`src/rtl/stage_stream_feeder_pkg.sv`:
```
// Shared types and constants for the Stage_2head input-stream feeder.
// Imported by the feeder top level and its token buffer.
package stage_stream_feeder_pkg;

   localparam int att_width    = 16;
   localparam int FEED_DEPTH   = 16;
   localparam int FEED_TIMEOUT = 1024;

   typedef enum logic [1:0] {
      IDLE,
      STREAM,
      WAIT_END,
      DONE
   } feeder_state_t;

endpackage

```
`src/rtl/stage_stream_feeder_buf.sv`:
```
// Token/bias register file for the feeder: one synchronous write port,
// one combinational read port, each entry packs {token, bias_1, bias_2}.
module stage_feed_buf #(
   parameter int DATA_W = 16,
   parameter int DEPTH  = 16
) (
   input  logic                     clk,
   input  logic                     wr_en,
   input  logic [$clog2(DEPTH)-1:0] wr_addr,
   input  logic [3*DATA_W-1:0]      wr_word,
   input  logic [$clog2(DEPTH)-1:0] rd_addr,
   output logic [3*DATA_W-1:0]      rd_word
);

   logic [3*DATA_W-1:0] mem [DEPTH];

   // NOTE: storage has no reset; contents are only meaningful once loaded, and leaving them unreset keeps this a plain register file.
   always_ff @(posedge clk) begin
      if (wr_en) mem[wr_addr] <= wr_word;
   end

   assign rd_word = mem[rd_addr];

endmodule

```
`src/rtl/stage_stream_feeder.sv`:
```
// Plays a preloaded token/bias set into a Stage_2head instance, then holds zeros
// until the stage signals end_s (or a timeout expires) and reports completion.
module stage_stream_feeder
   import stage_stream_feeder_pkg::*;
#(
   parameter int DATA_W  = att_width,
   parameter int DEPTH   = FEED_DEPTH,
   parameter int TIMEOUT = FEED_TIMEOUT
) (
   input  logic                     clk,
   input  logic                     rstn,
   input  logic                     wr_en,
   input  logic [$clog2(DEPTH)-1:0] wr_addr,
   input  logic [DATA_W-1:0]        wr_data,
   input  logic [DATA_W-1:0]        wr_bias_1,
   input  logic [DATA_W-1:0]        wr_bias_2,
   input  logic                     start,
   input  logic [$clog2(DEPTH):0]   len,
   output logic                     busy,
   output logic                     done,
   output logic                     timeout_err,
   output logic                     en,
   output logic [DATA_W-1:0]        i_stage,
   output logic [DATA_W-1:0]        bias_1,
   output logic [DATA_W-1:0]        bias_2,
   input  logic                     end_s
);

   localparam int AW = $clog2(DEPTH);
   localparam int LW = AW + 1;
   localparam int TW = $clog2(TIMEOUT + 1);

   feeder_state_t     state_q, state_d;
   logic [LW-1:0]     len_q, len_d, idx_q, idx_d;
   logic [TW-1:0]     wait_q, wait_d;
   logic              end_seen_q, end_seen_d;
   logic              en_d, done_d, err_d;
   logic [DATA_W-1:0] tok_d, b1_d, b2_d;
   logic              buf_we;
   logic [AW-1:0]     rd_addr;
   logic [DATA_W-1:0] rd_tok, rd_b1, rd_b2;

   // The first token is fetched during the start cycle, so the read index is 0 in IDLE.
   assign rd_addr = (state_q == IDLE) ? '0 : idx_q[AW-1:0];
   assign buf_we  = wr_en && (state_q == IDLE) && !start;

   stage_feed_buf #(.DATA_W(DATA_W), .DEPTH(DEPTH)) u_buf (
      .clk     (clk),
      .wr_en   (buf_we),
      .wr_addr (wr_addr),
      .wr_word ({wr_data, wr_bias_1, wr_bias_2}),
      .rd_addr (rd_addr),
      .rd_word ({rd_tok, rd_b1, rd_b2})
   );

   // NOTE: every signal written here gets a default first so no latch can be inferred.
   always_comb begin
      state_d    = state_q;
      len_d      = len_q;
      idx_d      = idx_q;
      wait_d     = wait_q;
      end_seen_d = end_seen_q;
      en_d       = en;
      done_d     = 1'b0;
      err_d      = timeout_err;
      tok_d      = i_stage;
      b1_d       = bias_1;
      b2_d       = bias_2;
      unique case (state_q)
         IDLE: begin
            if (start) begin
               err_d      = 1'b0;
               end_seen_d = 1'b0;
               wait_d     = '0;
               if (len == '0) begin
                  state_d = DONE;
                  done_d  = 1'b1;
               end else begin
                  state_d = STREAM;
                  len_d   = (len > LW'(DEPTH)) ? LW'(DEPTH) : len;
                  idx_d   = LW'(1);
                  en_d    = 1'b1;
                  tok_d   = rd_tok;
                  b1_d    = rd_b1;
                  b2_d    = rd_b2;
               end
            end
         end
         STREAM: begin
            if (end_s) end_seen_d = 1'b1;
            if (idx_q < len_q) begin
               idx_d = idx_q + LW'(1);
               tok_d = rd_tok;
               b1_d  = rd_b1;
               b2_d  = rd_b2;
            end else begin
               state_d = WAIT_END;
               tok_d   = '0;
               b1_d    = '0;
               b2_d    = '0;
            end
         end
         WAIT_END: begin
            if (end_s || end_seen_q || wait_q == TW'(TIMEOUT - 1)) begin
               state_d = DONE;
               done_d  = 1'b1;
               en_d    = 1'b0;
               err_d   = !(end_s || end_seen_q);
            end else begin
               wait_d = wait_q + TW'(1);
            end
         end
         DONE: begin
            state_d    = IDLE;
            end_seen_d = 1'b0;
         end
         default: state_d = IDLE;
      endcase
   end

   // NOTE: sequential state uses non-blocking assignments so all registers update together at the edge.
   always_ff @(posedge clk) begin
      if (!rstn) begin
         state_q     <= IDLE;
         len_q       <= '0;
         idx_q       <= '0;
         wait_q      <= '0;
         end_seen_q  <= 1'b0;
         en          <= 1'b0;
         done        <= 1'b0;
         timeout_err <= 1'b0;
         i_stage     <= '0;
         bias_1      <= '0;
         bias_2      <= '0;
      end else begin
         state_q     <= state_d;
         len_q       <= len_d;
         idx_q       <= idx_d;
         wait_q      <= wait_d;
         end_seen_q  <= end_seen_d;
         en          <= en_d;
         done        <= done_d;
         timeout_err <= err_d;
         i_stage     <= tok_d;
         bias_1      <= b1_d;
         bias_2      <= b2_d;
      end
   end

   assign busy = (state_q == STREAM) || (state_q == WAIT_END);

endmodule

```
`config.mk`:
```
export PLATFORM = sky130hd
export DESIGN_NAME = stage_stream_feeder
export DESIGN_NICKNAME = d
export VERILOG_FILES = /design/src/rtl/stage_stream_feeder_pkg.sv /design/src/rtl/stage_stream_feeder_buf.sv /design/src/rtl/stage_stream_feeder.sv
export SDC_FILE = /design/constraint.sdc
export NUM_CORES = 1
export LEC_CHECK = 0
export CORE_UTILIZATION = 25
export DETAILED_ROUTE_END_ITERATION = 8
export PLACE_DENSITY_LB_ADDON = 0.08
export SYNTH_ARGS = -nofsm -noshare
export SYNTH_HDL_FRONTEND = slang
export SYNTH_SLANG_ARGS = --single-unit
```
`constraint.sdc`:
```
create_clock -name clk -period 7 [get_ports clk]
set_input_delay 1.75 -clock clk [delete_from_list [all_inputs] [get_ports clk]]
set_output_delay 1.75 -clock clk [all_outputs]
set_load 0.005 [all_outputs]
```
==> results.md, run 1 <==
* Outcome: finished with violations
* Failing checks: DRC
* RePlAce Congestion at around 0.7
* Post-synth EDFFs at between 700 and 800
* CP Data Required Time at 7.28 ns
* Worst Path Max Fanout at 31
* Die width at 369 microns
* Largest net degree at the start of global routing at 103
* IO Port Bufs at around 110
* CTS Buf Count at 99
* Vias in the first global route at between 15000 and 20000
* Post-DRT Antenna Nets at 0
* Leakage at roughly 12 nW
* Maxcap violations at 0
* Post-CTS Hold Buffers at 0
* Most area-consuming cells after synthesis: edfxtp_1 (68%), dfxtp_1 (4.5%), mux2i_1 (4.4%)
* Total track usage at 0.144
* Row count at about 130
* Top cell type's share of synthesized area at 0.684
* DIE AREA at roughly 140000 sq um
* Final Skew at 0.0248 ns
* First-pass GRT wire length at 143000 microns
* Post-synthesis sequential area ratio at 0.729
* DR pass1 iterations at 9
* TNS Setup at 0 ns
* Synth top cells by count: edfxtp_1 (768), a21oi_1 (154), nor2b_1 (150)
* CORE AREA at between 100000 and 150000 sq um
* Async S/R FF share, synth at 0
* Fin nets at between 2000 and 2500
* Fillers at about 13000
* Netlist cell types at 50
* Setup crit end kind: flip-flop
* Die Ht at between 300 and 400 microns
* Syn Area/Cell at around 16 sq um
* Post-Syn Instances at around 2100
* Vias at between 15000 and 20000
* WS Path Type: input pin to flip-flop
* Register bit total from synthesis at between 800 and 900
* Hold slack final at roughly 0.45 ns
* Root cell of the clock tree: clkbuf_16
* Startpoint Class: input pin
* Iter 0 DRT Violations at ~1100
* Clock latency at the later pin of the worst-skew pair at 0.67 ns
* Post-DR vias/cell at ~4.7
* Worst vdd ir at approximately 0.2 mV
* Critical path arrival at approximately 4.6 ns
* Average wire per standard cell at about 24 microns
* IO Pins at 114
* Clk buf depth at 3
* Type of the tightest min-delay check: flip-flop to flip-flop
* Yosys warns at 0
* Top-count cell post-synth: edfxtp_1
* Slew @ Worst Pin at between 1 and 1.5 ns
* Post-route minimum period at 4.30 ns
* Post-DP HPWL at around 54000 microns
* Layout Area Growth over Synthesis at 18.9%
* Final WL at ~100000 microns
* Final hold vios at 0
* Initial core utilization at 0.252
* Final setup viols at 0
* Share of post-route cells with drive strength above 1 at 0.166
* FMAX at 0.233 GHz
* H-tree Lvls at 3
* Grt total ovfl at 0
* Final core utilization at 0.300
* # Post-CTS Setup Buffers at 0
* Period utilisation layout at 0.614
* Initial antenna violation count at 2
* CTS resizes at 0
* # DRC at 32
* Max Slew Vio Count at 0
* Max_slew headroom at 0.289
* Synthesized area at approximately 34000 sq um
* CTS sink cnt at 843
* Clock-pin slew on the worst setup and hold paths at about 0.050 ns
* CTS tree: built
* Top_reg_cell synth: edfxtp_1
* RSZ-0062 raised after global routing: false
* Syn_nets at between 2000 and 2500
* Power Density at 337 nW/um^2
* Leading area contributor after synthesis: edfxtp_1
[final cells by class]
cell class	count	area [sq um]	area share
sequential	843	24600	0.613
multi-input combinational	1131	8630	0.215
clock buffer	144	2860	0.0714
tap	1768	2210	0.0552
timing repair buffer	159	1540	0.0384
clock inverter	32	213	0.00531
inverter	11	41.3	0.00103
antenna	1	2.50	0.0000624
[flip-flops by register name, indices dropped and copies added, names as in the netlist]
register / count
u_buf.mem: 768
bias_1: 16
bias_2: 16
i_stage: 16
wait_q: 11
idx_q: 5
len_q: 5
state_q: 2
done: 1
en: 1
end_seen_q: 1
timeout_err: 1
[cell families after synthesis]
logic type | count (synthesis) | share of synthesized area
DFF | 843 | 0.729
xor gates and xnor gates | 8 | 0.00208
buffers and inverters | 160 | 0.0202
muxes | 245 | 0.0764
adders and majority gates | 9 | 0.00334
and+or+nand+nor | 298 | 0.0515
AOI/OAI and AO/OA | 571 | 0.117
[cell usage in the layout (no fill, tap or decap), types with 17 or more instances in the layout]
cell type	Yosys	final
buf_4	0	41
nor2b_1	150	147
nand2_1	18	17
nor2_1	34	20
o21ai_0	106	106
or2_2	49	49
o2bb2ai_2	20	20
mux2_2	98	98
clkbuf_1	101	28
clkdlybuf4s50_1	0	113
edfxtp_1	768	768
a221oi_1	96	96
o221ai_1	48	48
a22oi_1	50	50
dfxtp_1	75	73
o2bb2ai_1	28	28
o22ai_1	49	49
clkbuf_16	0	103
clkinv_2	0	17
a21oi_1	154	154
mux2i_1	147	147
[worst paths after layout]
kind | startpoint | end | slack, ns | cells past startpoint
max reg2reg | state_q[0] | bias_2[1] | 2.93 | 9
min | wait_q[10] | wait_q[10] | 0.45 | 2
max | start | u_buf.mem[4][36] | 2.70 | 6
min reg2reg | wait_q[10] | wait_q[10] | 0.45 | 2
[worst max-delay path, stage by stage]
cell,delay [ns]
clkdlybuf4s50_1,0.49
nor2b_1,0.41
nand2_1,0.14
or3_1,0.48
nor2_4,0.62
buf_4,0.62
[report_power, final]
| part | switching [mW] | leakage [nW] | internal [mW] |
|---|---|---|---|
| Combinational | 1.58 | 3.37 | 1.14 |
| Sequential | 0.186 | 7.53 | 5.70 |
| Clock | 2.02 | 1.52 | 2.89 |
[per-layer routing]
metal  track usage  routed length (microns)
met4        0.0388                     1890
met3        0.0209                     3830
met2         0.231                    46200
met1         0.201                    47500
met5             0                        0
[per-stage QoR]
| step | setup slack (ns) | instance area [sq um] | power, mW | instances |
|---|---|---|---|---|
| 6_report | 2.70 | 40100 | 13.5 | 4089 |
| 5_1_grt | 2.49 | 40100 | 14.1 | 4088 |
| 2_1_floorplan | 0.773 | 33700 | 7.63 | 2134 |
| 3_5_place_dp | 1.97 | 37000 | 8.77 | 3912 |
| 4_1_cts | 2.67 | 40100 | 13.8 | 4088 |
| 3_3_place_gp | 2.01 | 37000 | 8.76 | 3912 |
No activity file was read; power rests on OpenSTA's default activity.
==> inputs of run 2 (changes only) <==
==> constraint.sdc (replaced) <==
create_clock -name clk -period 4.17 [get_ports clk]
set_input_delay 1.0425 -clock clk [delete_from_list [all_inputs] [get_ports clk]]
set_output_delay 1.0425 -clock clk [all_outputs]
set_load 0.005 [all_outputs]
==> run 2 against run 1 <==
Compared with the run above:
- the run still ends with DRC left
- first-iteration DRC count grew 8.0%
- global-route usage grew 0.41 points
- core utilization grew 0.47 points
- setup slack lost 1.5 ns
- routed wire length grew 2.3%
- highest routed layer unchanged
==> results.md, run 2 (same netlist as run 1, synthesis figures left out) <==
* CTS Buf Count at slightly above 100
* CORE AREA at 134000 sq um
* Fin nets at ~2300
* Critical path arrival at 1.92 ns
* # DRC at 32
* Post-route minimum period at 2.97 ns
* # Post-CTS Setup Buffers at 0
* Row count at about 130
* Root cell of the clock tree: clkbuf_16
* Leakage at ~13 nW
* Outcome: finished with violations
* Post-DR vias/cell at 4.68
* Post-DRT Antenna Nets at 0
* Failing checks: DRC
* Final setup margin at about 1.2 ns
* Clk buf depth at 3
* Total track usage at 0.148
* Grt total ovfl at 0
* Setup crit end kind: primary output
* CTS tree: built
* WS Path Type: flip-flop to primary output
* Final Skew at between 0.03 and 0.04 ns
* Commonest non-fill, non-tap cell in the layout: edfxtp_1
* Final Power at around 23 mW
* First-pass GRT wire length at approximately 150000 microns
* Vias in the first global route at approximately 20000
* Final hold vios at 0
* Switch Pwr at approximately 6.6 mW
* Worst vdd ir at between 0.3 and 0.4 mV
* Die Ht at approximately 370 microns
* Maxcap violations at 0
* IO Pins at approximately 110
* RePlAce Congestion at just over 0.7
* Post-DP HPWL at between 50000 and 60000 microns
* Worst Path Max Fanout at 3
* Switching share of total power at 0.283
* CP Data Required Time at ~3.1 ns
* Average wire per standard cell at between 20 and 25 microns
* Clock-pin slew on the worst setup and hold paths at ~0.060 ns
* Comb pwr share at 0.206
* Final WL at around 100000 microns
* CTS sink cnt at 843
* Initial core utilization at 0.252
* Post-CTS Hold Buffers at 0
* RSZ-0062 raised after global routing: false
* Largest net degree at the start of global routing at between 80 and 90
* Internal at 16.6 mW
* CTS resizes at 0
* Largest register FFs at roughly 770
* Fillers at about 13000
* DR pass1 iterations at 7
* Placed Area at approximately 38000 sq um
* Final Cell Area at 40700 sq um
* Final setup viols at 0
* Largest Register: u_buf.mem
* H-tree Lvls at 3
* IO Port Bufs at around 110
* Share of post-route cells with drive strength above 1 at 0.174
* Dpl ws at around 0.53 ns
* Startpoint Class: flip-flop
* FMAX at ~0.34 GHz
* Power Density at between 500 and 600 nW/um^2
* Iter 0 DRT Violations at ~1200
* Slew @ Worst Pin at about 1.2 ns
* Clk pwr share at 0.367
* Clock latency at the later pin of the worst-skew pair at approximately 0.7 ns
* R2r setup slk at roughly 1.3 ns
* Layout Area Growth over Synthesis at 20.8%
* Period utilisation layout at 0.712
* Max_slew headroom at 0.208
* Commonest non-fill, non-tap cells in the layout: edfxtp_1 (768), a21oi_1 (154), nor2b_1 (147), mux2i_1 (147), clkdlybuf4s50_1 (113)
* Sequential share of power at 0.427
* Initial antenna violation count at 3
* Die width at approximately 370 microns
* Max Slew Vio Count at 0
* Type of the tightest min-delay check: flip-flop to flip-flop
* Vias at 19304
* DIE AREA at around 140000 sq um
[run 2: routing by layer]
metal | track usage | vias to the layer above | wire [microns]
li1 | - | 8792 | -
met1 | 0.203 | 10010 | 47700
met2 | 0.242 | 389 | 48000
met3 | 0.0228 | 113 | 4190
met4 | 0.0390 | 0 | 1820
met5 | 0 | - | 0
[run 2: layout make-up]
cell class,count,area (sq um),area share
Sequential cell,843,24600,0.604
Multi-Input combinational cell,1131,8660,0.213
Clock buffer,143,2840,0.0698
Tap cell,1768,2210,0.0543
Timing Repair Buffer,181,2030,0.0499
Clock inverter,45,338,0.00830
Inverter,11,41.3,0.00101
Antenna cell,5,12.5,0.000307
[run 2: worst paths after layout]
kind	cells after the start	start	endpoint
max	3	state_q[0]	busy
min	2	wait_q[10]	wait_q[10]
max reg2reg	7	state_q[0]	u_buf.mem[0][24]
min reg2reg	2	wait_q[10]	wait_q[10]
[run 2: per-stage QoR]
| stage | hold WS [ns] | TNS, ns | instances | util |
|---|---|---|---|---|
| after global placement | 0.450 | 0 | 3934 | 0.281 |
| final | 0.458 | 0 | 4127 | 0.305 |
| after detailed placement | 0.444 | 0 | 3934 | 0.281 |
| after CTS | 0.459 | 0 | 4122 | 0.305 |
| after global routing | 0.482 | 0 | 4122 | 0.305 |
| after floorplan | 0.420 | -8.91 | 2134 | - |
[run 2: worst max-delay path: stages, from the launching register on]
cell	delay [ns]
dfxtp_1	0.35
inv_1	0.10
ha_4	0.28
clkdlybuf4s50_1	0.50
[run 2: power by group through the flow]
stage / Sequential, mW / Clock (mW) / Combinational, mW
3_3_place_gp: 10.1 / 0 / 4.86
5_1_grt: 9.92 / 9.09 / 5.19
2_1_floorplan: 9.90 / 0 / 2.90
4_1_cts: 9.89 / 8.80 / 4.90
6_report: 9.87 / 8.48 / 4.76
3_5_place_dp: 10.1 / 0 / 4.88
